**src/rtl/link_tx_scheduler.sv**
```systemverilog
`default_nettype none
// ============================================================================
// Module      : link_tx_scheduler
// Description : Shares one serial link transmitter among N frame requesters.
//               Round-robin arbitration, FW-bit frame capture, DATA_READY
//               handshake towards the transmitter and end-of-frame SYNC
//               tracking. All logic runs in the LINK_CLK domain.
// Revision    : 1.0 - initial release
//
// Optional feature macro:
//   LINK_TX_TIMEOUT_EN - adds a watchdog that abandons a frame stuck in
//                        ISSUE or WAIT_SYNC for TIMEOUT_CYC cycles and sets
//                        the sticky ERR flag. Without it ERR is tied to 0.
//
// Ports:
//   LINK_CLK       in   1        link clock, rising edge
//   RESETN         in   1        asynchronous active-low reset
//   REQ            in   N        per-requester request level, held until ACK
//   REQ_DATA       in   N*FW     requester i frame at [i*FW +: FW]
//   ACK            out  N        one-cycle pulse: frame captured
//   DONE           out  N        one-cycle pulse: frame fully transmitted
//   TX_READY       in   1        transmitter idle / able to accept a frame
//   TX_SYNC        in   1        transmitter end-of-frame pulse
//   TX_DATA_READY  out  1        frame-valid strobe to the transmitter
//   TX_DATA        out  [0:FW-1] registered frame (slice bit b -> TX_DATA[b])
//   BUSY           out  1        high whenever not IDLE
//   GRANT_ID       out  3        current or last granted requester
//   FRAME_CNT      out  CNT_W    completed frames, wraps
//   ERR            out  1        sticky watchdog error
// ============================================================================
module link_tx_scheduler #(
    parameter int N           = 4,
    parameter int FW          = 49,
    parameter int CNT_W       = 16,
    parameter int TIMEOUT_CYC = 64
) (
    input  logic               LINK_CLK,
    input  logic               RESETN,
    input  logic [N-1:0]       REQ,
    input  logic [N*FW-1:0]    REQ_DATA,
    output logic [N-1:0]       ACK,
    output logic [N-1:0]       DONE,
    input  logic               TX_READY,
    input  logic               TX_SYNC,
    output logic               TX_DATA_READY,
    output logic [0:FW-1]      TX_DATA,
    output logic               BUSY,
    output logic [2:0]         GRANT_ID,
    output logic [CNT_W-1:0]   FRAME_CNT,
    output logic               ERR
);

    typedef enum logic [1:0] {
        ST_IDLE      = 2'd0,
        ST_ISSUE     = 2'd1,
        ST_WAIT_SYNC = 2'd2
    } state_t;

    localparam logic [CNT_W-1:0] CNT_ONE = {{(CNT_W-1){1'b0}}, 1'b1};

    // Elaboration-time guard on the supported configuration range.
    if (N < 2 || N > 8 || FW < 1 || CNT_W < 1 || TIMEOUT_CYC < 1) begin : g_param_check
        $error("link_tx_scheduler: unsupported parameter value");
    end

    // ------------------------------------------------------------------------
    // Registers
    // ------------------------------------------------------------------------
    state_t             state_q,   state_d;
    logic [2:0]         rr_q,      rr_d;
    logic [2:0]         grant_q,   grant_d;
    logic [0:FW-1]      tx_data_q, tx_data_d;
    logic               tx_dv_q,   tx_dv_d;
    logic [N-1:0]       ack_q,     ack_d;
    logic [N-1:0]       done_q,    done_d;
    logic [CNT_W-1:0]   cnt_q,     cnt_d;

    // ------------------------------------------------------------------------
    // Requester frame slices
    // ------------------------------------------------------------------------
    logic [FW-1:0] slices [N];

    for (genvar g = 0; g < N; g++) begin : g_slice
        assign slices[g] = REQ_DATA[g*FW +: FW];
    end

    // ------------------------------------------------------------------------
    // Round-robin winner: first set REQ at or above the pointer, otherwise the
    // first set REQ below it (the wrap-around part of the scan).
    // ------------------------------------------------------------------------
    logic               win_found;
    logic [2:0]         win_idx;
    logic [N-1:0]       win_onehot;
    logic [FW-1:0]      win_slice;
    logic [0:FW-1]      win_frame;
    logic [N-1:0]       grant_onehot;
    logic [2:0]         rr_after_grant;

    always_comb begin
        win_found = 1'b0;
        win_idx   = 3'd0;
        for (int j = 0; j < N; j++) begin
            if (!win_found && REQ[j] && (3'(j) >= rr_q)) begin
                win_found = 1'b1;
                win_idx   = 3'(j);
            end
        end
        for (int j = 0; j < N; j++) begin
            if (!win_found && REQ[j]) begin
                win_found = 1'b1;
                win_idx   = 3'(j);
            end
        end
    end

    always_comb begin
        win_slice    = '0;
        win_onehot   = '0;
        grant_onehot = '0;
        for (int j = 0; j < N; j++) begin
            if (win_idx == 3'(j)) begin
                win_slice     = slices[j];
                win_onehot[j] = 1'b1;
            end
            if (grant_q == 3'(j)) begin
                grant_onehot[j] = 1'b1;
            end
        end
    end

    // Slice bit b is transmitted as TX_DATA[b]; TX_DATA is ascending, so an
    // explicit per-bit copy is needed rather than a whole-vector assignment.
    always_comb begin
        win_frame = '0;
        for (int b = 0; b < FW; b++) begin
            win_frame[b] = win_slice[b];
        end
    end

    // The requester that just finished drops to the lowest priority.
    assign rr_after_grant = (grant_q == 3'(N-1)) ? 3'd0 : grant_q + 3'd1;

`ifdef LINK_TX_TIMEOUT_EN
    localparam int             WD_W    = $clog2(TIMEOUT_CYC + 1);
    localparam logic [WD_W-1:0] WD_LAST = WD_W'(TIMEOUT_CYC - 1);
    localparam logic [WD_W-1:0] WD_ONE  = {{(WD_W-1){1'b0}}, 1'b1};

    logic [WD_W-1:0] wdog_q, wdog_d;
    logic            err_q,  err_d;
`endif

    // ------------------------------------------------------------------------
    // Next-state / output logic
    // ------------------------------------------------------------------------
    always_comb begin
        state_d   = state_q;
        rr_d      = rr_q;
        grant_d   = grant_q;
        tx_data_d = tx_data_q;
        tx_dv_d   = tx_dv_q;
        ack_d     = '0;
        done_d    = '0;
        cnt_d     = cnt_q;

        case (state_q)
            ST_IDLE: begin
                // TX_READY low also covers the transmitter's post-reset warm-up.
                if (TX_READY && win_found) begin
                    tx_data_d = win_frame;
                    tx_dv_d   = 1'b1;
                    ack_d     = win_onehot;
                    grant_d   = win_idx;
                    state_d   = ST_ISSUE;
                end
            end

            ST_ISSUE: begin
                // TX_READY falling is the transmitter's acceptance of the frame.
                if (!TX_READY) begin
                    tx_dv_d = 1'b0;
                    state_d = ST_WAIT_SYNC;
                end
            end

            ST_WAIT_SYNC: begin
                if (TX_SYNC) begin
                    done_d  = grant_onehot;
                    cnt_d   = cnt_q + CNT_ONE;
                    rr_d    = rr_after_grant;
                    state_d = ST_IDLE;
                end
            end

            default: begin
                tx_dv_d = 1'b0;
                state_d = ST_IDLE;
            end
        endcase

`ifdef LINK_TX_TIMEOUT_EN
        err_d  = err_q;
        wdog_d = '0;
        // Counter restarts on every state entry and only runs while the
        // scheduler is parked in ISSUE or WAIT_SYNC.
        if ((state_q == ST_ISSUE || state_q == ST_WAIT_SYNC) && (state_d == state_q)) begin
            if (wdog_q == WD_LAST) begin
                err_d   = 1'b1;
                tx_dv_d = 1'b0;
                rr_d    = rr_after_grant;
                state_d = ST_IDLE;
            end else begin
                wdog_d = wdog_q + WD_ONE;
            end
        end
`endif
    end

    // ------------------------------------------------------------------------
    // State register
    // ------------------------------------------------------------------------
    always_ff @(posedge LINK_CLK or negedge RESETN) begin
        if (!RESETN) begin
            state_q   <= ST_IDLE;
            rr_q      <= 3'd0;
            grant_q   <= 3'd0;
            tx_data_q <= '0;
            tx_dv_q   <= 1'b0;
            ack_q     <= '0;
            done_q    <= '0;
            cnt_q     <= '0;
        end else begin
            state_q   <= state_d;
            rr_q      <= rr_d;
            grant_q   <= grant_d;
            tx_data_q <= tx_data_d;
            tx_dv_q   <= tx_dv_d;
            ack_q     <= ack_d;
            done_q    <= done_d;
            cnt_q     <= cnt_d;
        end
    end

`ifdef LINK_TX_TIMEOUT_EN
    always_ff @(posedge LINK_CLK or negedge RESETN) begin
        if (!RESETN) begin
            wdog_q <= '0;
            err_q  <= 1'b0;
        end else begin
            wdog_q <= wdog_d;
            err_q  <= err_d;
        end
    end

    assign ERR = err_q;
`else
    assign ERR = 1'b0;
`endif

    // ------------------------------------------------------------------------
    // Outputs
    // ------------------------------------------------------------------------
    assign ACK           = ack_q;
    assign DONE          = done_q;
    assign TX_DATA_READY = tx_dv_q;
    assign TX_DATA       = tx_data_q;
    assign BUSY          = (state_q != ST_IDLE);
    assign GRANT_ID      = grant_q;
    assign FRAME_CNT     = cnt_q;

endmodule
`default_nettype wire

```
**config.mk**
```make
export PLATFORM = sky130hd
export DESIGN_NAME = link_tx_scheduler
export DESIGN_NICKNAME = d
export VERILOG_FILES = /design/src/rtl/link_tx_scheduler.sv
export SDC_FILE = /design/constraint.sdc
export NUM_CORES = 1
export LEC_CHECK = 0
export CAP_MARGIN = 20
export CORE_ASPECT_RATIO = 1.25
export CORE_MARGIN = 2
export CORE_UTILIZATION = 40
export CTS_BUF_LIST = sky130_fd_sc_hd__clkbuf_4 sky130_fd_sc_hd__clkbuf_8
export CTS_CLUSTER_DIAMETER = 60
export DETAILED_ROUTE_END_ITERATION = 10
export GPL_TIMING_DRIVEN = 0
export PLACE_DENSITY = 0.86
export REMOVE_ABC_BUFFERS = 1
export SYNTH_ARGS = -nofsm -noshare
export SYNTH_HDL_FRONTEND = slang
export SYNTH_SLANG_ARGS = --single-unit
```
**constraint.sdc**
```tcl
create_clock -name LINK_CLK -period 2.3 [get_ports LINK_CLK]
set_input_delay 0.46 -clock LINK_CLK [delete_from_list [all_inputs] [get_ports LINK_CLK]]
set_output_delay 0.46 -clock LINK_CLK [all_outputs]
set_load 0.05 [all_outputs]
```
==> results.sh <==
export IMPL_outcome="completed"
export IMPL_drive_gt1_share_pct=9.642
export IMPL_ys_flop_type="dfrtp_1"
export IMPL_ys_seq_area_share_pct=40.37
export IMPL_power_density_nw_per_um2=1117
export IMPL_cts_path_max_buffers=2
export IMPL_crit_chain="dlygate4sd2_1, nor2_1, a221o_4, and2_2, a211oi_1"
export IMPL_io_buffers=280
export IMPL_reg2regPathDepth=4
export IMPL_vias=5602
export IMPL_wl_per_cell_um=20.60
export IMPL_overflow=0
export IMPL_reg2reg_from="rr_q[1]"
export IMPL_synth_common_cells="dfrtp_1, nand3_1, nor2_1"
export IMPL_htree_levels=3
export IMPL_clock_sinks=80
export IMPL_fp_row_count=45
export IMPL_antennaDiodeCount=0
export IMPL_slew_violations=0
export IMPL_switching_power_uw=4755
export IMPL_clock_fmax_ghz=0.4405
export IMPL_rsz0062_at_grt="yes"
export IMPL_crit_required_ns=2.57
export IMPL_maxCapViolations=0
export IMPL_utilization_pct=68.97
export IMPL_yosysMostFrequentCell="dfrtp_1"
export IMPL_end_kind="flop"
export IMPL_routed_wl_mm=20.04
export IMPL_cpLargestDelayFamily="compound AO/OA/AOI/OAI gates"
export IMPL_power_frac_seq_pct=24.8
export IMPL_syn_area_um2=4959
export IMPL_clk_latency_ns=0.36
export IMPL_synth_edf_count=0
export IMPL_r2r_end="TX_DATA[14]"
export IMPL_finalSetupViolCount=0
export IMPL_worstMarginPinSlew_ns=1.054
export IMPL_finalHoldViolCount=0
export IMPL_cts_clk_slew_worst_paths_ns=0.11
export IMPL_synthCells=541
export IMPL_netSwitchingFraction_pct=50.96
export IMPL_via_per_inst=5.757
export IMPL_async_reset_ff_share_pct=100.0
export IMPL_cts_made_buffers=9
export IMPL_drtIter0Drc=364
export IMPL_synth_area_top_cells="dfrtp_1, nand3_1, a21o_1, nand2b_1, a31oi_1"
export IMPL_die_width_um=103.6
export IMPL_yosysWarnings=0
export IMPL_hold_class="primary input to asynchronous set/reset pin"
export IMPL_p_clk_share_pct=11.2
export IMPL_ys_types=53
export IMPL_antenna_left=0
export IMPL_design_area_um2=8349
export IMPL_gr_usage_all_layers_pct=28.67
export IMPL_post_dp_cell_area_um2=7919
export IMPL_worstPathArrival_ns=2.54
export IMPL_die_area_um2=13310
export IMPL_start_util_pct=40.96
export IMPL_critical_path_slowest_cell="dlygate4sd2_1"
export IMPL_route_detailed_drc=0
export IMPL_clockRootBuffer="clkbuf_8"
export IMPL_synth_top_area_share_pct=40.37
export IMPL_vdd_drop_max_uv=579.2
export IMPL_io_pins=283
export IMPL_path_buf_inv=1
export IMPL_power_leakage_uw=0.003230
export IMPL_antenna_found_initial=0
export IMPL_slew_headroom_pct=29.75
export IMPL_crit_start="REQ[3]"
export IMPL_synth_top_cell_by_area="dfrtp_1"
export IMPL_syn_area_per_cell_um2=9.165
export IMPL_globalplace_congestion=0.8930
export IMPL_ff2ff_setup_slack_ns=0.10
export IMPL_grt_pass1_wl_mm=30.24
export IMPL_fin_nets=1013
export IMPL_ys_ff_latch=80
export IMPL_cp_start_kind="primary input"
export IMPL_drt_pass1_iter_count=7
export IMPL_tritoncts="done"
export IMPL_cpPeakStageDelay_ns=0.57
export IMPL_min_period_over_period_pct=98.70
export IMPL_pwr_share_comb_pct=64.0
export IMPL_min_period_ns=2.270
export IMPL_die_h_um=128.5
export IMPL_critPathKind="primary input to flop"
export IMPL_core_um2=12110
export IMPL_grt_pass1_vias=5792
export IMPL_p_int_uw=4575
export IMPL_syn_to_final_growth_pct=68.38
export IMPL_grt_max_degree=68
export IMPL_finClkSkew_ns=0.01664
export IMPL_hpwl_mm=13.28
export IMPL_cp_max_fo=25
-- power groups by stage --
| stage | Sequential (µW) | Combinational [µW] | Clock, µW |
|---|---|---|---|
| floorplan | 3980 | 1760 | 0 |
| global placement | 2270 | 5400 | 0 |
| detailed placement | 2300 | 5660 | 0 |
| CTS | 2280 | 5890 | 1070 |
| global route | 2380 | 6250 | 1130 |
| finish | 2310 | 5970 | 1050 |
-- through the flow --
step / std cells / hold slack, ns / worst slack (ns) / power [µW] / TNS (ns)
global placement: 932 / 0.4649 / -4.382 / 7666 / -364.31
finish: 973 / 0.4839 / 0.02979 / 9330 / 0
CTS: 968 / 0.4724 / 0.02722 / 9245 / 0
detailed placement: 941 / 0.3349 / -1.578 / 7961 / -76.16
floorplan: 488 / 0.1644 / -2.112 / 5740 / -85.56
global route: 973 / 0.4960 / -0.05626 / 9757 / -0.1239
-- how the worst max path moves through the flow --
stage | end | slack [ns] | depth (start not counted)
final | TX_DATA[14] | 0.03 | 5
after global routing | GRANT_ID[0] | -0.06 | 5
after CTS | TX_DATA[38] | 0.03 | 9
after detailed placement | TX_DATA[17] | -1.58 | 6
after global placement | TX_DATA[31] | -4.38 | 5
after floorplan | TX_DATA[10] | -2.11 | 4
-- state kept, by name, indices dropped and copies added, names as in the netlist --
| signal | count |
|---|---|
| TX_DATA_READY | 1 |
| FRAME_CNT | 16 |
| TX_DATA | 49 |
| rr_q | 2 |
| ACK | 4 |
| DONE | 4 |
| GRANT_ID | 2 |
| state_q | 2 |
-- worst register-to-register path, cell delays in order (launching register included) --
cell      delay, ns
dfrtp_1        0.60
mux2i_4        0.44
a221o_4        0.47
and2_2         0.43
a211oi_1       0.14
-- final cells by class --
cell class | instances | area (µm²)
Fill cell | 928 | 3756
Inverter | 3 | 11.26
Sequential cell | 80 | 2002
Timing Repair Buffer | 300 | 3103
Tap cell | 164 | 205.2
Clock inverter | 7 | 67.56
Clock buffer | 9 | 123.9
Multi-Input combinational cell | 410 | 2836
-- cell usage in the layout (no fill, tap or decap), drive strengths merged, types with 3 or more instances in the layout --
| master | Yosys | routed |
|---|---|---|
| a31oi | 27 | 27 |
| a211oi | 10 | 10 |
| nor3 | 4 | 4 |
| a21oi | 16 | 17 |
| o22ai | 27 | 27 |
| clkdlybuf4s50 | 0 | 274 |
| and3 | 5 | 5 |
| dfrtp | 80 | 80 |
| mux2 | 3 | 3 |
| buf | 33 | 20 |
| o21a | 2 | 3 |
| a211o | 10 | 10 |
| or3 | 1 | 3 |
| and2 | 5 | 5 |
| xor2 | 4 | 4 |
| xnor2 | 11 | 11 |
| o21ai | 43 | 43 |
| ha | 5 | 5 |
| clkbuf | 21 | 11 |
| mux2i | 12 | 12 |
| nand3 | 58 | 58 |
| o32ai | 10 | 10 |
| nand2 | 24 | 24 |
| a2bb2oi | 12 | 12 |
| inv | 3 | 9 |
| o31ai | 13 | 13 |
| nor2 | 32 | 32 |
| nand2b | 29 | 29 |
| a21o | 28 | 28 |
-- metal layers --
layer	wire length, µm	global-route usage (%)	vias to the layer above
met5	0	0	-
met1	7370	32.00	2695
met2	10320	52.67	320
met4	618	12.72	0
met3	1732	6.434	44
li1	-	-	2543
-- cells by family (layout without fill, tap and decap cells) --
group,after synthesis,after routing,synth area share [%]
AOI/OAI and AO/OA,202,205,28.84
xor gates and xnor gates,15,15,2.649
adders and majority gates,5,5,1.262
buffers and inverters,57,319,6.233
DFF,80,80,40.37
muxes,15,15,3.104
other,1,2,0.07563
and+or+nand+nor,166,168,17.46
-- what timing repair did --
item | 4_1_cts | 5_1_grt
resized for setup | 21 | 8
cloned | 3 | 2
buffers inserted | 7 | 3
hold buffers | 1 | 0
setup endpoints to repair | 56 | 50
hold endpoints to repair | 13 | 0
pin swaps | 3 | 1
Note: power is estimated with default switching activity, not from simulation.
